===== config.mk =====
export PLATFORM = sky130hd
export DESIGN_NAME = i3c_bus_owner_arb
export DESIGN_NICKNAME = d
export VERILOG_FILES = /design/src/rtl/i3c_arb_pkg.sv /design/src/rtl/i3c_rr_pick.sv /design/src/rtl/i3c_bus_owner_arb.sv
export SDC_FILE = /design/constraint.sdc
export NUM_CORES = 1
export LEC_CHECK = 0
export CAP_MARGIN = 40
export CELL_PAD_IN_SITES_DETAIL_PLACEMENT = 0
export CELL_PAD_IN_SITES_GLOBAL_PLACEMENT = 1
export CORE_AREA = 2 2 60 62
export CTS_BUF_LIST = sky130_fd_sc_hd__clkbuf_8
export DETAILED_ROUTE_END_ITERATION = 7
export DIE_AREA = 0 0 62 64
export PLACE_DENSITY = 0.76
export SLEW_MARGIN = 25
export SYNTH_ARGS = -nofsm -noshare
export SYNTH_HDL_FRONTEND = slang
export SYNTH_SLANG_ARGS = --single-unit

===== constraint.sdc =====
create_clock -name core_clk -period 1.55 [get_ports core_clk]
set_input_delay 0.155 -clock core_clk [delete_from_list [all_inputs] [get_ports core_clk]]
set_output_delay 0.155 -clock core_clk [all_outputs]
set_load 0.01 [all_outputs]

===== src/rtl/i3c_arb_pkg.sv =====
// Shared definitions for the I3C bus-owner arbiter: FSM state codes,
// released-bus drive levels and helpers that size counters and indices.
package i3c_arb_pkg;

    // Arbiter FSM state encoding
    localparam logic [1:0] ST_FREE_WAIT = 2'd0;
    localparam logic [1:0] ST_OWNED     = 2'd1;
    localparam logic [1:0] ST_REVOKE    = 2'd2;

    // Pad drive levels when nobody owns the bus (released, open-drain)
    localparam logic REL_SCL   = 1'b1;
    localparam logic REL_SDA   = 1'b1;
    localparam logic REL_OD_PP = 1'b0;

    // Bits needed to hold a count from 0 up to max_val inclusive
    function automatic int cnt_width(input int max_val);
        if (max_val < 1) begin
            return 1;
        end
        return $clog2(max_val + 1);
    endfunction

    // Bits needed to index n requesters (never less than one)
    function automatic int idx_width(input int n);
        if (n <= 2) begin
            return 1;
        end
        return $clog2(n);
    endfunction

endpackage


===== src/rtl/i3c_rr_pick.sv =====
// Round-robin picker: scans the request vector starting just after the
// last granted index and returns a one-hot vector for the first hit.
module i3c_rr_pick
    import i3c_arb_pkg::*;
#(
    parameter int NUM_REQ = 2
) (
    input  logic [NUM_REQ-1:0]              req_vec,
    input  logic [idx_width(NUM_REQ)-1:0]   last_idx,
    output logic [NUM_REQ-1:0]              pick
);

    localparam int IW = idx_width(NUM_REQ);

    logic          found;
    logic [IW-1:0] idx;
    int            pos;

    // Walk NUM_REQ positions from last_idx+1 (wrapping) and keep the first requester seen
    always_comb begin
        pick  = '0;
        found = 1'b0;
        idx   = '0;
        pos   = 0;
        for (int i = 1; i <= NUM_REQ; i++) begin
            pos = (int'(last_idx) + i) % NUM_REQ;
            idx = IW'(pos);
            if (!found && req_vec[idx]) begin
                pick[idx] = 1'b1;
                found     = 1'b1;
            end
        end
    end

endmodule


===== src/rtl/i3c_bus_owner_arb.sv =====
// I3C bus-owner arbiter: waits for a run of bus-free cycles, grants one
// requester round-robin, muxes that owner's drive onto the pads, and
// forcibly revokes ownership held longer than HOLD_TIMEOUT cycles.
module i3c_bus_owner_arb
    import i3c_arb_pkg::*;
#(
    parameter int NUM_REQ      = 2,
    parameter int BUS_FREE_CYC = 8,
    parameter int HOLD_TIMEOUT = 4096
) (
    input  logic               core_clk,
    input  logic               rst_l,
    input  logic [NUM_REQ-1:0] req_i,
    output logic [NUM_REQ-1:0] gnt_o,
    input  logic [NUM_REQ-1:0] req_scl_i,
    input  logic [NUM_REQ-1:0] req_sda_i,
    input  logic [NUM_REQ-1:0] req_od_pp_i,
    input  logic               scl_i,
    input  logic               sda_i,
    output logic               scl_o,
    output logic               sda_o,
    output logic               sel_od_pp_o,
    output logic               busy_o,
    output logic               timeout_o
);

    localparam int FW = cnt_width(BUS_FREE_CYC);
    localparam int HW = cnt_width(HOLD_TIMEOUT);
    localparam int IW = idx_width(NUM_REQ);

    localparam logic [FW-1:0] FREE_FULL = FW'(BUS_FREE_CYC);
    localparam logic [HW-1:0] HOLD_LAST = HW'((HOLD_TIMEOUT > 0) ? (HOLD_TIMEOUT - 1) : 0);
    localparam logic [IW-1:0] LAST_RST  = IW'(NUM_REQ - 1);

    logic [1:0]         state;
    logic [1:0]         state_nxt;
    logic [FW-1:0]      free_cnt;
    logic [HW-1:0]      hold_cnt;
    logic [NUM_REQ-1:0] inelig;
    logic [IW-1:0]      last_gnt;
    logic [NUM_REQ-1:0] gnt_q;
    logic [NUM_REQ-1:0] eligible;
    logic [NUM_REQ-1:0] pick;
    logic [IW-1:0]      pick_idx;
    logic               owner_req;
    logic               bus_free;
    logic               hold_expired;
    logic               grant_now;
    logic               revoke_now;

    assign eligible     = req_i & ~inelig;
    assign owner_req    = |(gnt_q & req_i);
    assign bus_free     = (free_cnt == FREE_FULL);
    assign hold_expired = (HOLD_TIMEOUT != 0) && (hold_cnt == HOLD_LAST);
    assign grant_now    = (state == ST_FREE_WAIT) && (state_nxt == ST_OWNED);
    assign revoke_now   = (state == ST_OWNED) && (state_nxt == ST_REVOKE);

    i3c_rr_pick #(
        .NUM_REQ (NUM_REQ)
    ) u_rr_pick (
        .req_vec  (eligible),
        .last_idx (last_gnt),
        .pick     (pick)
    );

    // Convert the one-hot pick into an index for the round-robin pointer
    always_comb begin
        pick_idx = '0;
        for (int i = 0; i < NUM_REQ; i++) begin
            if (pick[i]) begin
                pick_idx = IW'(i);
            end
        end
    end

    // Next-state logic; an owner dropping its request wins over a coincident timeout
    always_comb begin
        state_nxt = state;
        case (state)
            ST_FREE_WAIT: begin
                if (bus_free && (|eligible)) begin
                    state_nxt = ST_OWNED;
                end
            end
            ST_OWNED: begin
                if (!owner_req) begin
                    state_nxt = ST_FREE_WAIT;
                end else if (hold_expired) begin
                    state_nxt = ST_REVOKE;
                end
            end
            ST_REVOKE: begin
                state_nxt = ST_FREE_WAIT;
            end
            default: begin
                state_nxt = ST_FREE_WAIT;
            end
        endcase
    end

    // State, counters, grant register and the revoked-requester mask
    always_ff @(posedge core_clk or negedge rst_l) begin
        if (!rst_l) begin
            state    <= ST_FREE_WAIT;
            free_cnt <= '0;
            hold_cnt <= '0;
            inelig   <= '0;
            last_gnt <= LAST_RST;
            gnt_q    <= '0;
        end else begin
            state <= state_nxt;

            if ((state != ST_FREE_WAIT) || (state_nxt != ST_FREE_WAIT) || !(scl_i && sda_i)) begin
                free_cnt <= '0;
            end else if (free_cnt != FREE_FULL) begin
                free_cnt <= free_cnt + 1'b1;
            end

            if (grant_now) begin
                hold_cnt <= '0;
            end else if (state == ST_OWNED) begin
                if (hold_cnt != '1) begin
                    hold_cnt <= hold_cnt + 1'b1;
                end
            end else begin
                hold_cnt <= '0;
            end

            inelig <= (inelig & req_i) | (revoke_now ? gnt_q : '0);

            if (grant_now) begin
                gnt_q    <= pick;
                last_gnt <= pick_idx;
            end else if (state_nxt != ST_OWNED) begin
                gnt_q <= '0;
            end
        end
    end

    // Pad drive: follow the owner while granted, otherwise release the bus
    always_comb begin
        scl_o       = REL_SCL;
        sda_o       = REL_SDA;
        sel_od_pp_o = REL_OD_PP;
        if (|gnt_q) begin
            scl_o       = |(gnt_q & req_scl_i);
            sda_o       = |(gnt_q & req_sda_i);
            sel_od_pp_o = |(gnt_q & req_od_pp_i);
        end
    end

    assign gnt_o     = gnt_q;
    assign busy_o    = |gnt_q;
    assign timeout_o = (state == ST_REVOKE);

endmodule


==> results.yml, run 1 <==
grt:
  grtUsageTotal: 0.165
  antenna_found_initial: 0
  grt_start_max_net_pins: 25
  grt_pass1_wl_um: 5020
  grt_pass1_vias: 1139
  gr-total-overflow: 0
sta:
  fmax_mhz: 642
  tns_ns: -0.00816
  period_share: 1.01
  setup_ws_ns: -0.00816
  tightest_slew_ns: 0.430
  whs_ns: 0.231
  slew-limit-headroom: 0.713
  grt_setup_unrepaired: "true"
  fin_crit_ns: 1.56
  drv_slew: 0
  setup_viol: 1
  skew_ns: 0.000980
  hold_viol_final: 0
pwr:
  internal_power_uw: 1010
  power_frac_clock: 0.446
  peakVddDrop_uv: 440
  power_density_nw_per_um2: 676
  pwr-share-comb: 0.049
  switching_share: 0.193
  switching_power_uw: 242
  p_leak_uw: 0.000801
  p_total_uw: 1250
  power_frac_seq: 0.505
route:
  wl_per_cell_um: 14.2
  detail_route.iter0.violations: 38
  dr.pass1.iters: 4
  via_per_inst: 5.34
  wirelength_um: 3050
  via_count: 1149
  drc_errors: 0
  drt.antenna.violating_nets: 0
place:
  port_buffers: 18
  hpwl_um: 2190
  place.gp.congestion: 0.824
worst_setup_path:
  cp-start-kind: "flop"
  critPathBufInv: 3
  cp_data_required_time_ns: 1.71
  cpMaxStageDelayCell: "dfrtp_1"
  crit_type: "reg -> reg"
  critPathMaxStageDelay_ns: 0.40
  cp.arrival_ns: 1.72
  worstPathMaxFanout: 4
  crit_family: "simple AND/OR/NAND/NOR gates"
  cp-end-kind: "flop"
  crit_chain: "inv_1 -> ha_2 -> and3b_2 -> o211ai_1 -> buf_4 -> inv_2 -> or2_4"
cells_and_area:
  fillCellCount: 285
  antenna_cells: 0
  final_util: 0.563
  area_growth_pct: 46.2
  drive_gt1_frac: 0.302
  nets: 185
logic_synthesis:
  ys_types: 38
  ys_ff_latch: 24
  synthTopCellsByArea: "dfrtp_1 (46%), xnor2_1 (4.2%), ha_1 (3.0%)"
  synthTopCellsByCount: "dfrtp_1 (23), nor2_1 (9), nand2_1 (8)"
  synth_fp_nets: 139
  netlist_instances: 124
  yosysWarnings: 0
  syn_area_per_cell_um2: 10.2
  synth_top_area_frac: 0.455
  synth_enable_flop_cells: 0
  ys_seq_area_frac: 0.476
  syn_area_um2: 1260
  ys.flop_type: "dfrtp_1"
  synthMostInstantiatedCell: "dfrtp_1"
  yosys.area.top_type: "dfrtp_1"
  synthArstFlopShare: 1.00
floorplanning:
  dieWidth_um: 62
  core_um2: 3280
  pin_count: 19
  row_count: 21
  die-area_um2: 3970
  start_util: 0.385
  die_h_um: 64
clock_tree:
  numCtsBuffers: 3
  clk_path_buf_depth: 2
  cts_hold_buf: 0
  clk_pin_slew_ns: 0.09
  cts_root_buffer: "clkbuf_8"
  cts_max_level: 1
  clk_latency_ns: 0.27
  cts_sinks: 24
  cts_tree: "yes"
outcome:
  status: "finished with violations"
  violations: "negative setup slack"
job:
  cap_violations: 0
worst_hold_path:
  hp-class: "in -> async"
## placed cells by master (no fill, tap or decap), types with 2 or more instances in the layout
cell type        instances
buf_4                   24
dfrtp_1                 22
clkdlybuf4s50_1         13
nor2_1                   8
nand2_1                  8
nand3_1                  6
a21oi_1                  5
nand4_1                  5
o21ai_0                  5
xnor2_1                  5
nor2b_1                  4
a22o_1                   4
a31oi_1                  4
dlygate4sd2_1            4
nor3_1                   3
clkbuf_8                 3
inv_2                    2
inv_1                    2
a22oi_1                  2
nand2b_1                 2
a21o_1                   2
a2111oi_4                2
## metrics by stage
step	area (um^2)	std cells	worst slack, ns
floorplan	1280	124	0.0807
global placement	1670	208	-0.0348
detailed placement	1670	208	-0.0180
CTS	1750	213	0.0132
global route	1850	215	-0.108
finish	1850	215	-0.00816
## power groups by stage
| stage | Clock, uW | Combinational [uW] | Sequential [uW] |
|---|---|---|---|
| 2_1_floorplan | 0 | 12.8 | 642 |
| 6_report | 557 | 61.8 | 630 |
| 3_3_place_gp | 0 | 58.5 | 642 |
| 4_1_cts | 557 | 60.9 | 630 |
| 5_1_grt | 597 | 70.3 | 631 |
| 3_5_place_dp | 0 | 60.6 | 643 |
## what timing repair did
item | 4_1_cts | 5_1_grt
setup buffers | 2 | 2
setup endpoints to repair | 8 | 16
gates resized for setup | 6 | 17
pin swaps | 3 | 5
## sequential cells by signal, indices dropped and copies added, names as in the netlist
signal	flops
inelig	2
state	2
gnt_o	2
hold_cnt	13
free_cnt	4
last_gnt	1
## routing by layer
layer	track usage	wire, um	up-vias
li1	-	-	557
met1	0.222	1240	549
met2	0.262	1590	39
met3	0.0405	193	4
met4	0.0372	26	0
met5	0	0	-
## layout make-up
| class | instances | area, um^2 | area share |
|---|---|---|---|
| Multi-Input combinational cell | 95 | 743 | 0.402 |
| Inverter | 4 | 15.0 | 0.00812 |
| Tap cell | 46 | 57.6 | 0.0311 |
| Clock inverter | 1 | 30.0 | 0.0162 |
| Clock buffer | 3 | 41.3 | 0.0223 |
| Sequential cell | 24 | 603 | 0.326 |
| Timing Repair Buffer | 42 | 358 | 0.194 |
## kinds of logic after synthesis
kind of cell             synth area share
AO/OA/AOI/OAI                       0.175
XOR/XNOR                           0.0485
adder cells (fa/ha/maj)            0.0297
buffers and inverters              0.0148
flip-flops                          0.476
AND/OR/NAND/NOR                     0.255
## worst paths after layout
path / end / start / slack [ns] / depth (start not counted)
max: state[0] / free_cnt[1] / -0.008 / 7
min: hold_cnt[2] / rst_l / 0.23 / 2
max reg2reg: state[0] / free_cnt[1] / -0.008 / 7
min reg2reg: inelig[0] / inelig[0] / 0.52 / 1
max in group asynchronous: last_gnt / rst_l / 1.03 / 2
min in group core_clk: free_cnt[2] / sda_i / 0.45 / 3
Note: power is estimated with default switching activity, not from simulation.
==> run 2: changes to the inputs <==
--- a/config.mk
+++ b/config.mk
@@ -5,7 +5,6 @@
 export SDC_FILE = /design/constraint.sdc
 export NUM_CORES = 1
 export LEC_CHECK = 0
-export CAP_MARGIN = 40
 export CELL_PAD_IN_SITES_DETAIL_PLACEMENT = 0
 export CELL_PAD_IN_SITES_GLOBAL_PLACEMENT = 1
 export CORE_AREA = 2 2 60 62
==> results of run 2 <==
Same layout as run 1: the final DEF is identical, and so are final timing and power.
